==> config.mk <==
export PLATFORM = sky130hd
export DESIGN_NAME = fifo_push_arbiter
export DESIGN_NICKNAME = d
export VERILOG_FILES = /design/src/rtl/fifo_push_arbiter.sv
export SDC_FILE = /design/constraint.sdc
export NUM_CORES = 1
export LEC_CHECK = 0
export CORE_ASPECT_RATIO = 1.1
export CORE_UTILIZATION = 42
export DETAILED_ROUTE_END_ITERATION = 16
export PLACE_DENSITY = 0.84
export SLEW_MARGIN = 20
export SYNTH_ARGS = -nofsm -noshare
export SYNTH_HDL_FRONTEND = slang
export SYNTH_SLANG_ARGS = --single-unit
==> constraint.sdc <==
create_clock -name clk -period 3.2 [get_ports clk]
set_clock_uncertainty 0.1 [all_clocks]
set_input_delay 0.96 -clock clk [delete_from_list [all_inputs] [get_ports clk]]
set_output_delay 0.96 -clock clk [all_outputs]
set_load 0.1 [all_outputs]
==> src/rtl/fifo_push_arbiter.sv <==
`default_nettype none
// ============================================================================
// Module   : fifo_push_arbiter
// Purpose  : Round-robin burst arbiter sharing one FIFO push port among
//            NUM_REQ valid/ready producers; never pushes into a full FIFO.
// Revision : 1.0 - initial release
// ============================================================================
module fifo_push_arbiter #(
    parameter int NUM_REQ   = 4,
    parameter int DATA_SIZE = 8,
    parameter int MAX_BURST = 4
) (
    input  logic                           clk,
    input  logic                           rst,
    input  logic [NUM_REQ-1:0]             req_valid,
    input  logic [NUM_REQ*DATA_SIZE-1:0]   req_data,
    output logic [NUM_REQ-1:0]             req_ready,
    input  logic                           fifo_full,
    output logic                           fifo_push,
    output logic [DATA_SIZE-1:0]           fifo_data,
    output logic [NUM_REQ-1:0]             grant,
    output logic                           busy
);

    localparam int c_id_w  = $clog2(NUM_REQ);
    localparam int c_cnt_w = $clog2(MAX_BURST + 1);
    localparam logic [c_id_w-1:0]  c_reset_id = c_id_w'(NUM_REQ - 1);
    localparam logic [c_cnt_w-1:0] c_last_cnt = c_cnt_w'(MAX_BURST - 1);

    typedef enum logic [0:0] {
        S_IDLE  = 1'b0,
        S_GRANT = 1'b1
    } state_t;

    state_t               r_state;
    logic [NUM_REQ-1:0]   r_grant;
    logic [c_id_w-1:0]    r_last_id;
    logic [c_cnt_w-1:0]   r_burst_cnt;

    state_t               w_state_nxt;
    logic [NUM_REQ-1:0]   w_grant_nxt;
    logic [c_id_w-1:0]    w_last_id_nxt;
    logic [c_cnt_w-1:0]   w_cnt_nxt;

    logic                 w_win_found;
    logic [c_id_w-1:0]    w_win_id;
    logic [c_id_w-1:0]    w_idx;
    logic [NUM_REQ-1:0]   w_win_oh;
    logic                 w_owner_valid;
    logic [DATA_SIZE-1:0] w_owner_data;
    logic                 w_xfer;

    // Search starts just after the previous winner so every producer rotates in.
    always_comb begin
        w_win_found = 1'b0;
        w_win_id    = '0;
        w_win_oh    = '0;
        w_idx       = '0;
        for (int k = 1; k <= NUM_REQ; k++) begin
            w_idx = c_id_w'((int'(r_last_id) + k) % NUM_REQ);
            if (!w_win_found && req_valid[w_idx]) begin
                w_win_found      = 1'b1;
                w_win_id         = w_idx;
                w_win_oh         = '0;
                w_win_oh[w_idx]  = 1'b1;
            end
        end
    end

    always_comb begin
        w_owner_data = '0;
        for (int i = 0; i < NUM_REQ; i++) begin
            if (r_grant[i]) begin
                w_owner_data = req_data[i*DATA_SIZE +: DATA_SIZE];
            end
        end
    end

    assign busy          = (r_state == S_GRANT);
    assign grant         = r_grant;
    assign w_owner_valid = |(req_valid & r_grant);
    assign w_xfer        = busy && w_owner_valid && !fifo_full;
    assign fifo_push     = w_xfer;
    assign fifo_data     = w_xfer ? w_owner_data : '0;
    assign req_ready     = (busy && !fifo_full) ? r_grant : '0;

    always_comb begin
        w_state_nxt   = r_state;
        w_grant_nxt   = r_grant;
        w_last_id_nxt = r_last_id;
        w_cnt_nxt     = r_burst_cnt;
        case (r_state)
            S_IDLE: begin
                if (w_win_found) begin
                    w_state_nxt   = S_GRANT;
                    w_grant_nxt   = w_win_oh;
                    w_last_id_nxt = w_win_id;
                    w_cnt_nxt     = '0;
                end
            end
            S_GRANT: begin
                // A full FIFO with the owner still valid simply stalls.
                if (!w_owner_valid || (w_xfer && (r_burst_cnt == c_last_cnt))) begin
                    w_state_nxt = S_IDLE;
                    w_grant_nxt = '0;
                    w_cnt_nxt   = '0;
                end else if (w_xfer) begin
                    w_cnt_nxt = r_burst_cnt + 1'b1;
                end
            end
            default: begin
                w_state_nxt = S_IDLE;
                w_grant_nxt = '0;
                w_cnt_nxt   = '0;
            end
        endcase
    end

    always_ff @(posedge clk or posedge rst) begin
        if (rst) begin
            r_state     <= S_IDLE;
            r_grant     <= '0;
            r_last_id   <= c_reset_id;
            r_burst_cnt <= '0;
        end else begin
            r_state     <= w_state_nxt;
            r_grant     <= w_grant_nxt;
            r_last_id   <= w_last_id_nxt;
            r_burst_cnt <= w_cnt_nxt;
        end
    end

endmodule
`default_nettype wire

# Word level (Yosys, flattened, before mapping)
# Cells that the tools add are included.
# word_totals
inputBits,39
latch_bits,0
output_inout_bits,18
mem_count,0
register_bits,10
ramBits,0
wordCells,88
mem_bits_ro,0
# classes
n_mux,44
addsub,5
bitwise_logic,2
eq_ne,4
multipliers,0
n_reduce_logical,21
shift,0
div_mod_pow,0
n_lt_le_gt_ge,8
# op_table
operator,n
$mux W8,5
$mux W4,7
$mux W1,14
$lt A2 B3 Y1 const B,4
$logic_and A1 B1 Y1,11
$mux W3,3
$bmux W1 S2,4
$demux W1 S2,4
$ge A2 B1 Y1 const B,4
$mux W2,4
$pmux W4 S2,1
$pmux W3 S2,1
$reduce_and A2 Y1,3
$logic_not A1 Y1,5
$add A2 B1 Y2 const B,2
$add A2 B2 Y2 const B,2
$and A4 B4 Y4,1
$reduce_or A4 Y1,1
$add A3 B1 Y3 const B,1
$eq A3 B2 Y1 const B,1
$ne A3 B1 Y1 const B,1
$ne A2 B1 Y1 const B,1
$ne A2 B2 Y1 const B,1
$pmux W1 S2,1
2 further kinds,2

# Depth between registers and ports, before layout
# depth
depth_word,15
mapped_depth,9
ltp_nobuf,6

# Least setup slack after synthesis
# OpenSTA, ideal clock, no wires.
# synth_timing
path_kind,flip-flop to output port
startpoint,"register r_grant[0], in the netlist grant[0]"
endpoint,output fifo_data[0]
t_required_ps,2140
setup_slack_ps,-1105
n_path_buf,1
stages_incl_launch_ff,6
arrival_time_ps,3245
cell_sequence,dfrtp_1 > nor2b_1 > clkbuf_1 > a221oi_1 > a211o_1 > a21oi_1
# synth_between
elab_chain_len,5
word_cells_on_any_way,9
cone_classes,5 x mux; 1 x bitwise; 3 x reduce/logical
# synth_rtl
element,line,source
"start, declared",36,logic [NUM_REQ-1:0] r_grant;
"start signal, assigned",127,r_grant <= w_grant_nxt;
$mux W8 / $and A4 B4 Y4 (equally long branches),"73, 81",
$mux W8 / $reduce_or A4 Y1 (equally long branches),"73, 81",
$mux W8 / $logic_and A1 B1 Y1 (equally long branches) (2 in a row),"73, 82",
$mux W8 (*),84,assign fifo_data = w_xfer ? w_owner_data : '0;
"end, declared",20,"output logic [DATA_SIZE-1:0] fifo_data,"
# Every way passes the cells marked *; elsewhere a longest branch is shown, timed or not.

# Final worst setup path
# layout_timing
startpoint,input req_data[3]
endpoint,output fifo_data[3]
# layout_between
elab_chain_len,5
# layout_rtl
element,line,source
"start, declared",16,"input logic [NUM_REQ*DATA_SIZE-1:0] req_data,"
$mux W8 (4 in a row),73,if (r_grant[i]) begin
$mux W8,84,
# No other way between the ends.

==> impl_metrics.py <==
metrics = {
    "sta": {
        "worst_pin_slew_ps": 455.1,
        "rsz0062_at_grt": "yes",
        "relSlewSlack_pct": 69.52,
        "hold_violations": 0,
        "max_freq_ghz": 0.3137,
        "slew_viol_final": 0,
        "period_minus_slack_ps": 3188,
        "setup_viol": 0,
        "setup_ws_ps": 12.28,
        "whs_ps": 422.5,
        "fin_crit_sh_pct": 99.62,
    },
    "critical_path": {
        "cp-start-kind": "primary input",
        "end_kind": "output pin",
        "critPathMaxFanout": 1,
        "arrival_ps": 2130,
        "path_class": "primary input to output pin",
        "worstPathRequired_ps": 2140,
    },
    "power": {
        "power_density_mw_per_mm2": 882.7,
        "ir_drop_mv": 0.8402,
        "p_int_mw": 0.9055,
        "cellLeakagePower_nw": 1.050,
        "pwr-share-seq_pct": 14.9,
        "p_clk_share_pct": 5.6,
        "switching_power_mw": 1.112,
        "swShare_pct": 55.12,
        "pwr-share-comb_pct": 79.4,
    },
    "synth": {
        "synth_xor_area_share_pct": 0.6917,
        "async_flop_share_pct": 100.0,
        "synth_cell_types": 39,
        "synth-simple-area-share_pct": 14.23,
        "synthAdderAreaFrac_pct": 9.881,
        "ys_seq_area_share_pct": 19.96,
        "synth_most_common_cell": "inv_1",
        "synthMuxAreaShare_pct": 10.38,
        "synth_common_cells": "inv_1 (22), a21oi_1 (14), a221oi_1 (12), ha_1 (10), nand2_1 (9)",
        "synth_compound_area_share_pct": 34.29,
        "synth_area_per_cell_sq_um": 8.498,
        "synthCells": 149,
        "synth_area_sq_mm": 0.001266,
        "syn_nets": 198,
        "yosysTopAreaCellShare_pct": 15.81,
        "synth_edf_count": 0,
        "yosysWarnings": 0,
        "yosys-top-cells-area": "dfrtp_1 (16%), ha_1 (9.9%), a221oi_1 (8.3%), mux4_2 (7.1%), inv_1 (6.5%)",
        "yosysTopAreaCell": "dfrtp_1",
        "ys_seq_elements": 10,
        "synth-main-ff-cell": "dfrtp_1",
        "synth_top_family_by_area": "compound AO/OA/AOI/OAI gates",
    },
    "layout": {
        "final_util_pct": 81.56,
        "antenna_cells": 0,
        "stdcell_area_sq_mm": 0.002286,
        "layout-drive-gt1-share_pct": 34.91,
        "areaGrowthSynthToFinish_pct": 80.53,
        "nNetsFinal": 262,
    },
    "flow_run": {
        "drv_cap": 0,
    },
    "route": {
        "wire_per_inst_um": 17.53,
        "vias": 1469,
        "drt-total-wl_um": 4294,
        "drc": 0,
        "vias_per_cell": 5.996,
        "drt-initial-drc-count": 60,
        "firstDrtPassIters": 4,
        "postRouteAntennaNets": 0,
    },
    "clock_network": {
        "clock_latency_ps": 260,
        "clock_tree.root_cell": "clkbuf_4",
        "cts_tree": "yes",
        "clk_pin_slew_ps": 70,
        "post_cts_buffers": 0,
        "cts_buffer_depth": 2,
        "htree_levels": 1,
        "cts_hold_buf": 0,
        "cts_sinks": 10,
        "cts_inserted_buffers": 3,
    },
    "global_routing": {
        "grt_usage_pct": 27.73,
        "grt_max_degree": 21,
        "grt_pass1_vias": 1418,
        "antenna_found_initial": 0,
        "grt_pass1_wl_um": 6637,
        "grt-ovfl-total": 0,
    },
    "placement": {
        "dp_slack_ps": -198.5,
        "place_area_sq_mm": 0.002165,
        "place.gp.congestion": 0.9078,
        "dp_hpwl_um": 3321,
        "io_buffers": 56,
    },
    "floorplan": {
        "io_pins": 57,
        "rows": 20,
        "die_w_um": 54.35,
        "dieArea_sq_mm": 0.003238,
        "core_sq_mm": 0.002803,
        "start_util_pct": 45.18,
        "die_h_um": 59.59,
    },
    "outcome": {
        "status": "completed",
    },
    "hold_path": {
        "hold_path.class": "register to register",
    },
}
through the flow:
stage / instances / total power, mW / TNS (ps)
floorplan: 149 / 1.441 / -329.3
global placement: 240 / 1.781 / -1212
detailed placement: 240 / 1.859 / -1671
CTS: 245 / 1.997 / -60.13
global route: 245 / 2.141 / -17.14
finish: 245 / 2.018 / 0
cell type report:
| class | instances | area, sq um |
|---|---|---|
| Multi-Input combinational cell | 106 | 1031 |
| Tap cell | 33 | 41.29 |
| Inverter | 22 | 86.33 |
| Timing Repair Buffer | 70 | 832.0 |
| Clock buffer | 4 | 36.28 |
| Fill cell | 184 | 516.7 |
| Sequential cell | 10 | 259.0 |
what timing repair did:
action / in CTS / in global routing
gates cloned: 1 / 0
endpoints found under the setup margin: 13 / 9
pin swaps: 20 / 11
gates resized for setup: 13 / 24
worst paths after layout:
check	end	slack, ps	cells after the start	startpoint
max	fifo_data[3]	10	5	req_data[3]
min	r_burst_cnt[2]	420	2	r_burst_cnt[2]
max reg2reg	grant[0]	410	6	r_last_id[0]
min reg2reg	r_burst_cnt[2]	420	2	r_burst_cnt[2]
max in group asynchronous	r_last_id[1]	1820	2	rst
min in group asynchronous	r_burst_cnt[0]	870	2	rst
cells by family after synthesis:
family / Yosys count
and+or+nand+nor: 31
adders and majority gates: 10
AOI/OAI and AO/OA: 56
muxes: 8
xor gates and xnor gates: 1
buffers and inverters: 33
DFF: 10
power groups by stage:
stage	Combinational [mW]	Sequential (mW)	Clock, mW
2_1_floorplan	1.04	0.403	0
3_3_place_gp	1.50	0.285	0
3_5_place_dp	1.57	0.293	0
4_1_cts	1.59	0.295	0.114
5_1_grt	1.71	0.310	0.118
6_report	1.60	0.301	0.114
critical path: stages:
cell	delay, ps
clkdlybuf4s50_1	480
a221oi_2	70
a211o_1	280
a21oi_4	150
buf_12	190
routing by layer:
layer	up-vias	wire length (um)	share of wire (%)	global-route usage [%]
met2	72	2314	54	53.14
met3	2	404	9.4	3.077
met1	710	1555	36	31.70
met4	0	20	0.47	5.861
li1	685	-	-	-
met5	-	0	0	0
state kept, by name, summed over array words and instances (netlist names):
| signal | flops |
|---|---|
| grant | 4 |
| r_burst_cnt | 3 |
| busy | 1 |
| r_last_id | 2 |
placed cells by master, fill, tap and decap left out, types with 3 or more instances in the layout:
cell,n
buf_12,14
a21oi_1,6
inv_1,21
a21oi_4,8
a221oi_1,7
a211o_1,8
dlymetal6s2s_1,14
clkbuf_4,3
dfrtp_1,3
dfrtp_2,5
clkdlybuf4s50_1,17
dlygate4sd2_1,3
mux2i_1,3
a221oi_2,5
nand2_1,9
nand3b_1,4
o21ai_0,4
and2_1,4
buf_4,17
mux4_2,4
clkbuf_2,3
ha_1,10
a221o_1,5
No activity file was read; power rests on OpenSTA's default activity.
